### src/rtl/mem_port_arbiter_pkg.sv
// Shared types and defaults for the IF/MEM memory port arbiter.
package mem_port_arbiter_pkg;

    localparam int ADDR_W_DEF = 32;
    localparam int DATA_W_DEF = 32;

    typedef enum logic [1:0] {
        IDLE   = 2'd0,
        WAIT_I = 2'd1,
        WAIT_D = 2'd2
    } arb_state_t;

endpackage

### src/rtl/mem_port_arbiter.sv
// Shares one memory port between instruction fetch and data access, one access in flight,
// with a data-burst limit so a pending fetch cannot starve.
module mem_port_arbiter
    import mem_port_arbiter_pkg::*;
#(
    parameter int ADDR_W  = ADDR_W_DEF,
    parameter int DATA_W  = DATA_W_DEF,
    parameter int D_BURST = 4,
    parameter int CNT_W   = 16
) (
    input  logic                clk,
    input  logic                reset,
    input  logic                if_req,
    input  logic [ADDR_W-1:0]   if_addr,
    input  logic                if_cancel,
    output logic                if_ready,
    output logic [DATA_W-1:0]   if_rdata,
    input  logic                d_req,
    input  logic                d_we,
    input  logic [DATA_W/8-1:0] d_be,
    input  logic [ADDR_W-1:0]   d_addr,
    input  logic [DATA_W-1:0]   d_wdata,
    output logic                d_ready,
    output logic [DATA_W-1:0]   d_rdata,
    output logic                mem_req,
    output logic                mem_we,
    output logic [DATA_W/8-1:0] mem_be,
    output logic [ADDR_W-1:0]   mem_addr,
    output logic [DATA_W-1:0]   mem_wdata,
    input  logic                mem_ack,
    input  logic [DATA_W-1:0]   mem_rdata,
    output logic [CNT_W-1:0]    conflict_cnt
);

    localparam int BE_W    = DATA_W / 8;
    localparam int BURST_W = $clog2(D_BURST + 1);

    arb_state_t          state_reg, state_next;
    logic [BURST_W-1:0]  burst_cnt_reg, burst_cnt_next;
    logic                discard_reg, discard_next;
    logic [CNT_W-1:0]    conflict_cnt_reg;
    logic                mem_req_reg, mem_we_reg;
    logic [BE_W-1:0]     mem_be_reg;
    logic [ADDR_W-1:0]   mem_addr_reg;
    logic [DATA_W-1:0]   mem_wdata_reg;
    logic                eff_if, grant_d, grant_i;

    // A cancelled fetch never competes for the port.
    assign eff_if = if_req & ~if_cancel;

    always_comb begin
        state_next     = state_reg;
        burst_cnt_next = burst_cnt_reg;
        discard_next   = discard_reg;
        grant_d        = 1'b0;
        grant_i        = 1'b0;
        if_ready       = 1'b0;
        d_ready        = 1'b0;
        case (state_reg)
            IDLE: begin
                discard_next = 1'b0;
                if (d_req && (!eff_if || burst_cnt_reg < BURST_W'(D_BURST))) begin
                    grant_d        = 1'b1;
                    state_next     = WAIT_D;
                    burst_cnt_next = eff_if ? burst_cnt_reg + BURST_W'(1) : '0;
                end else if (eff_if) begin
                    grant_i        = 1'b1;
                    state_next     = WAIT_I;
                    burst_cnt_next = '0;
                end else begin
                    burst_cnt_next = '0;
                end
            end
            WAIT_I: begin
                if_ready = mem_ack & ~discard_reg & ~if_cancel;
                if (mem_ack) begin
                    state_next   = IDLE;
                    discard_next = 1'b0;
                end else if (if_cancel) begin
                    discard_next = 1'b1;
                end
            end
            WAIT_D: begin
                d_ready = mem_ack;
                if (mem_ack) begin
                    state_next = IDLE;
                end
            end
            default: begin
                state_next = IDLE;
            end
        endcase
    end

    always_ff @(posedge clk or posedge reset) begin
        if (reset) begin
            state_reg     <= IDLE;
            burst_cnt_reg <= '0;
            discard_reg   <= 1'b0;
        end else begin
            state_reg     <= state_next;
            burst_cnt_reg <= burst_cnt_next;
            discard_reg   <= discard_next;
        end
    end

    // Command register: attributes hold between grants, the strobe lasts one cycle.
    always_ff @(posedge clk or posedge reset) begin
        if (reset) begin
            mem_req_reg   <= 1'b0;
            mem_we_reg    <= 1'b0;
            mem_be_reg    <= '0;
            mem_addr_reg  <= '0;
            mem_wdata_reg <= '0;
        end else begin
            mem_req_reg <= grant_d | grant_i;
            if (grant_d) begin
                mem_we_reg    <= d_we;
                mem_be_reg    <= d_be;
                mem_addr_reg  <= d_addr;
                mem_wdata_reg <= d_wdata;
            end else if (grant_i) begin
                mem_we_reg   <= 1'b0;
                mem_be_reg   <= '1;
                mem_addr_reg <= if_addr;
            end
        end
    end

    always_ff @(posedge clk or posedge reset) begin
        if (reset) begin
            conflict_cnt_reg <= '0;
        end else if (state_reg == IDLE && if_req && d_req && conflict_cnt_reg != '1) begin
            conflict_cnt_reg <= conflict_cnt_reg + CNT_W'(1);
        end
    end

    assign mem_req      = mem_req_reg;
    assign mem_we       = mem_we_reg;
    assign mem_be       = mem_be_reg;
    assign mem_addr     = mem_addr_reg;
    assign mem_wdata    = mem_wdata_reg;
    assign if_rdata     = mem_rdata;
    assign d_rdata      = mem_rdata;
    assign conflict_cnt = conflict_cnt_reg;

endmodule

### config.mk
export PLATFORM = sky130hd
export DESIGN_NAME = mem_port_arbiter
export DESIGN_NICKNAME = d
export VERILOG_FILES = /design/src/rtl/mem_port_arbiter_pkg.sv /design/src/rtl/mem_port_arbiter.sv
export SDC_FILE = /design/constraint.sdc
export NUM_CORES = 1
export LEC_CHECK = 0
export ABC_AREA = 1
export BUFFER_PORTS_ARGS = -buffer_cell sky130_fd_sc_hd__clkbuf_2
export CAP_MARGIN = 20
export CORE_ASPECT_RATIO = 0.5
export CORE_MARGIN = 2
export CORE_UTILIZATION = 26
export CTS_CLUSTER_SIZE = 30
export DETAILED_ROUTE_END_ITERATION = 10
export PLACE_DENSITY = 0.6
export SLEW_MARGIN = 20
export SYNTH_ARGS = -nofsm -noshare
export SYNTH_HDL_FRONTEND = slang
export SYNTH_SLANG_ARGS = --single-unit
### constraint.sdc
create_clock -name clk -period 8.2 [get_ports clk]
set_clock_uncertainty 0.1 [all_clocks]
set_input_delay 0.82 -clock clk [delete_from_list [all_inputs] [get_ports clk]]
set_output_delay 0.82 -clock clk [all_outputs]
set_load 0.005 [all_outputs]
# --- Yosys cells after proc, flatten, opt, wreduce, memory -nomap -nowiden ---
# Cells that the tools add are included.
word_totals:
  regBits: 92
  latchBits: 0
  ramBits: 0
  romBits: 0
  out_inout_bits: 152
  elab_cells: 58
  mem_count: 0
classes:
  add_sub_neg: 2
  n_mul: 0
  n_div: 0
  magnitude_cmp: 1
  eq_ne: 6
  shift: 0
  mux: 22
  bitwise_logic: 6
  reduce_logical: 12
ops:
  columns: ["op", "n"]
  rows:
  - ["32-bit 2-to-1 mux", 2]
  - ["16-bit by 1-bit adder with 16-bit output, second input constant", 1]
  - ["16-bit inequality test, second input constant", 1]
  - ["1-bit 2-to-1 mux", 11]
  - ["4-bit 2-to-1 mux", 2]
  - ["2-bit 2-to-1 mux", 3]
  - ["3-bit 2-to-1 mux", 2]
  - ["3-bit inequality test, second input constant", 2]
  - ["1-bit logical AND", 4]
  - ["2-bit case mux with 2 select lines", 1]
  - ["2-bit AND reduction", 2]
  - ["2-bit nonzero test", 2]
  - ["3-bit by 1-bit adder with 3-bit output, second input constant", 1]
  - ["1-bit bitwise AND", 3]
  - ["3-bit less-than comparator, second input constant", 1]
  - ["2-bit by 1-bit equality test with 1-bit output, second input constant", 1]
  - ["2-bit equality test, second input constant", 1]
  - ["2-bit logical NOT", 1]
  - ["2-bit by 1-bit inequality test with 1-bit output, second input constant", 1]
  - ["1-bit NOT", 2]
  - ["1-bit case mux with 2 select lines", 1]
  - ["2-bit OR reduction", 1]
  - ["1-bit logical NOT", 1]
  - ["1-bit logical OR", 1]
  - ["1-bit bitwise OR", 1]

# --- Depth between registers and ports, before layout ---
logic_depth:
  ltp_word: 9
  ltp_mapped: 10
  depth_no_buf: 9

# --- Worst setup path after synthesis ---
# OpenSTA, ideal clock, no wires.
synth_path:
  path_kind: "in2out"
  start: "input mem_ack"
  end: "output if_ready"
  arrival_time_ps: 1024
  t_required_ps: 7280
  path_slack_ps: 6256
  stages: 2
  path_buffers: 0
  cell_sequence: "nand2_1 -> nor3_1"
synth_via:
  elab_chain_len: 3
synth_lines:
  columns: ["item", "line_no", "rtl"]
  rows:
  - ["start: declaration", "mem_port_arbiter.sv:30", "input logic mem_ack,"]
  - ["1-bit bitwise AND (2 in series)", "mem_port_arbiter.sv:75", "if_ready = mem_ack & ~discard_reg & ~if_cancel;"]
  - ["1-bit 2-to-1 mux", "mem_port_arbiter.sv:59", "case (state_reg)"]
  - ["end: declaration", "mem_port_arbiter.sv:16", "output logic if_ready,"]
# No other way between the ends.

# --- Worst setup path after layout ---
layout_path:
  start: "input if_cancel"
  end: "register mem_addr_reg[22] (netlist: mem_addr[22])"
layout_via:
  elab_chain_len: 8
  word_cells_on_any_way: 12
layout_lines:
  columns: ["item", "line_no", "rtl"]
  rows:
  - ["start: declaration", "mem_port_arbiter.sv:15", "input logic if_cancel,"]
  - ["1-bit NOT (*)", "mem_port_arbiter.sv:49", "assign eff_if = if_req & ~if_cancel;"]
  - ["1-bit bitwise AND (*)", "mem_port_arbiter.sv:49", null]
  - ["1-bit logical NOT", "mem_port_arbiter.sv:62", "if (d_req && (!eff_if || burst_cnt_reg < BURST_W'(D_BURST))) begin"]
  - ["1-bit logical OR", "mem_port_arbiter.sv:62", null]
  - ["1-bit logical AND", "mem_port_arbiter.sv:62", null]
  - ["1-bit 2-to-1 mux", "mem_port_arbiter.sv:62", null]
  - ["1-bit 2-to-1 mux", "mem_port_arbiter.sv:59", null]
  - ["32-bit 2-to-1 mux / 2-bit nonzero test (equally long branches)", null, null]
  - ["end signal: assignment", "mem_port_arbiter.sv:120", "mem_addr_reg <= d_addr;"]
  - ["end signal: assignment", "mem_port_arbiter.sv:125", "mem_addr_reg <= if_addr;"]
  - ["end: declaration", "mem_port_arbiter.sv:44", "logic [ADDR_W-1:0] mem_addr_reg;"]
# Mark *: on every way between the ends. The rest lies on a longest branch, timed or not.
# A chain may end at the register's enable or synchronous reset.

==> flow_metrics.py <==
metrics = {
    "run_status": {
        "status": "finished, final reports clean",
    },
    "die": {
        "coreArea_mm2": 0.0185,
        "die_h_um": 102,
        "die_x_um": 199,
        "ioPinCount": 291,
        "rows": 35,
        "start_util_pct": 26.7,
        "die_area_mm2": 0.0202,
    },
    "routing": {
        "first_pass_iters": 4,
        "routed_wirelength_um": 13500,
        "postRouteAntennaNets": 0,
        "drt-initial-drc-count": 169,
        "drc": 0,
        "via_per_inst": 4.22,
        "wl_per_cell_um": 13.4,
        "vias": 4261,
    },
    "layout": {
        "final_net_count": 889,
        "seq_area_mm2": 0.00230,
        "drive_above_1_share_pct": 30.5,
        "nFillCells": 2037,
        "num_antenna_cells": 0,
        "multi_input_area_mm2": 0.00181,
        "instances_no_fill": 1009,
        "syn_to_final_growth_pct": 20.8,
    },
    "worst_setup_path": {
        "critPathRequiredTime_ps": 8320,
        "r2r_cells": 9,
        "crit_path_start_kind": "input port",
        "crit_path_max_incr_delay_ps": 540,
        "path_cells": "clkbuf_2, nor2_4, nand2_2, nand2_2, buf_4, nand2_1, o211ai_1, nand2_1",
        "end_kind": "flop",
        "cp_slowest_cell": "nand2_2",
        "rrSetupSlack_ps": 5430,
        "critPathKind": "in2reg",
        "r2r-end": "mem_addr[22]",
        "r2r_start": "state_reg[0]",
        "arrival_ps": 2960,
        "cp_max_fo": 49,
    },
    "placed_design": {
        "dp.cells": 993,
        "port-buffer-count": 194,
        "routabilityCongestion": 0.837,
        "hpwlAfterDp_um": 9850,
    },
    "sta": {
        "hold_viol": 0,
        "fin_crit_sh_pct": 34.7,
        "setup_tns_ps": 0,
        "worstMarginPinSlew_ps": 725,
        "maxSlewHeadroom_pct": 51.5,
        "min_period_ps": 2840,
        "slew_violations": 0,
        "finalSetupViolCount": 0,
        "max_freq_mhz": 352,
        "rsz0062_at_grt": "false",
    },
    "yosys": {
        "ys_seq_area_share_pct": 46.5,
        "ys_types": 25,
        "synth.cell_area_mm2": 0.00495,
        "syn_area_per_cell_um2": 7.90,
        "yosysWarnings": 0,
        "synth_nets": 771,
        "synth-seq-cells": 92,
        "syn_inst": 627,
    },
    "global_route": {
        "grt_usage_pct": 13.5,
        "grt-ovfl-total": 0,
        "grtUsageMet3_pct": 3.86,
        "grt_antenna_before_repair": 0,
        "use_met2_pct": 23.7,
        "grt_max_degree": 76,
        "grt_pass1_vias": 4205,
        "grt_first_pass_wirelength_um": 21300,
        "busiest_layer": "met2",
        "met1_usage_pct": 15.9,
    },
    "power": {
        "leakage_nw": 3.38,
        "pwr_density_cell_mw_per_mm2": 312,
        "ir_worst_vdd_mv": 0.103,
    },
    "clock_tree": {
        "cts_buffer_depth": 2,
        "holdBufCountCts": 0,
        "clock_sinks": 92,
        "cts_tree": "built",
        "cts_inserted_buffers": 9,
        "clk_latency_ps": 340,
        "cts_resized": 0,
        "post_cts_buffers": 0,
        "clkTransAtPathRegs_ps": 70,
        "htreeDepth": 3,
        "cts-root-buf": "clkbuf_16",
    },
    "flow_run": {
        "cap_viol_max_count": 0,
    },
    "min_path": {
        "hold_path_class": "in2async",
    },
}
critical path, delay by kind of cell:
family	cells	cell delay (ps)
compound gates	1	120
buf+inv	2	660
simple gates	5	1310
layer usage:
metal / vias up / share of wire, % / wire, um
met2: 111 / 51 / 6870
li1: 2119 / - / -
met1: 2008 / 42 / 5630
met4: 0 / 2.2 / 299
met3: 23 / 5.3 / 717
met5: - / 0 / 0
where the power goes:
group / switching [W] / internal (W) / leakage [nW]
logic: 0.000382 / 0.000264 / 2.06
clock network: 0.000175 / 0.000297 / 0.163
registers: 0.000112 / 0.000638 / 1.16
cell usage after synthesis:
| library cell | n | area share [%] |
|---|---|---|
| xor2_1 | 4 | 0.71 |
| inv_1 | 54 | 4.1 |
| nor2_2 | 2 | 0.25 |
| clkbuf_1 | 9 | 0.68 |
| buf_4 | 64 | 9.7 |
| o21ai_4 | 1 | 0.33 |
| nor3_1 | 2 | 0.20 |
| xnor2_1 | 3 | 0.53 |
| o21ai_0 | 8 | 0.81 |
| inv_2 | 4 | 0.30 |
| ha_1 | 5 | 1.3 |
| dfrtp_1 | 92 | 46 |
| nor2_1 | 27 | 2.0 |
| o31ai_1 | 1 | 0.15 |
| buf_1 | 2 | 0.15 |
| nand2_1 | 241 | 18 |
| buf_2 | 9 | 0.91 |
| nor2_4 | 4 | 0.91 |
| o211ai_1 | 32 | 4.8 |
| nand2_2 | 5 | 0.63 |
| buf_6 | 5 | 1.1 |
| nand3_1 | 45 | 4.5 |
| nand2_4 | 1 | 0.23 |
| nand4_1 | 6 | 0.76 |
| a21oi_1 | 1 | 0.10 |
cell usage in the layout (no fill, tap or decap), types with 5 or more instances in the layout:
| cell | instances |
|---|---|
| nand2_1 | 240 |
| clkbuf_2 | 194 |
| dfrtp_1 | 92 |
| inv_1 | 53 |
| nand3_1 | 45 |
| o211ai_1 | 32 |
| nor2_1 | 27 |
| clkbuf_16 | 9 |
| o21ai_0 | 8 |
| nand2_2 | 6 |
| nand4_1 | 6 |
| ha_1 | 5 |
cell families (layout without fill, tap and decap cells):
family	after synthesis	count (layout)	share of synthesized area, %
and+or+nand+nor	333	333	27.8
AOI/OAI and AO/OA	43	43	6.24
xor gates and xnor gates	7	7	1.24
buffers and inverters	147	270	17.0
DFF	92	92	46.5
adders and majority gates	5	5	1.26
how the worst max path moves through the flow:
stage | startpoint | to | slack (ps) | cells after the start
floorplan | reset | burst_cnt_reg[0] | 4890 | 1
global placement | if_req | mem_addr[4] | 4930 | 7
detailed placement | if_cancel | mem_addr[22] | 4940 | 8
CTS | if_cancel | mem_addr[22] | 5290 | 8
global route | if_req | mem_addr[0] | 5050 | 9
finish | if_cancel | mem_addr[22] | 5360 | 8
cell type report:
class                           count  share of cell area, %
Sequential cell                    92                   38.5
Multi-Input combinational cell    388                   30.3
Timing Repair Buffer              196                   16.5
Tap cell                          259                   5.42
Clock buffer                       11                   3.89
Inverter                           58                   3.68
Clock inverter                      5                   1.67
per-stage QoR:
step	hold WS (ps)	cell area, um2	power, W	utilization (%)	setup WS (ps)
finish	304	5980	0.00187	32.3	5360
global route	316	5980	0.00203	32.3	5050
CTS	301	5980	0.00190	32.3	5290
detailed placement	358	5650	0.00142	30.5	4940
global placement	356	5640	0.00140	30.5	4930
floorplan	357	4950	0.00114	-	4890
No activity file was read; power rests on OpenSTA's default activity.
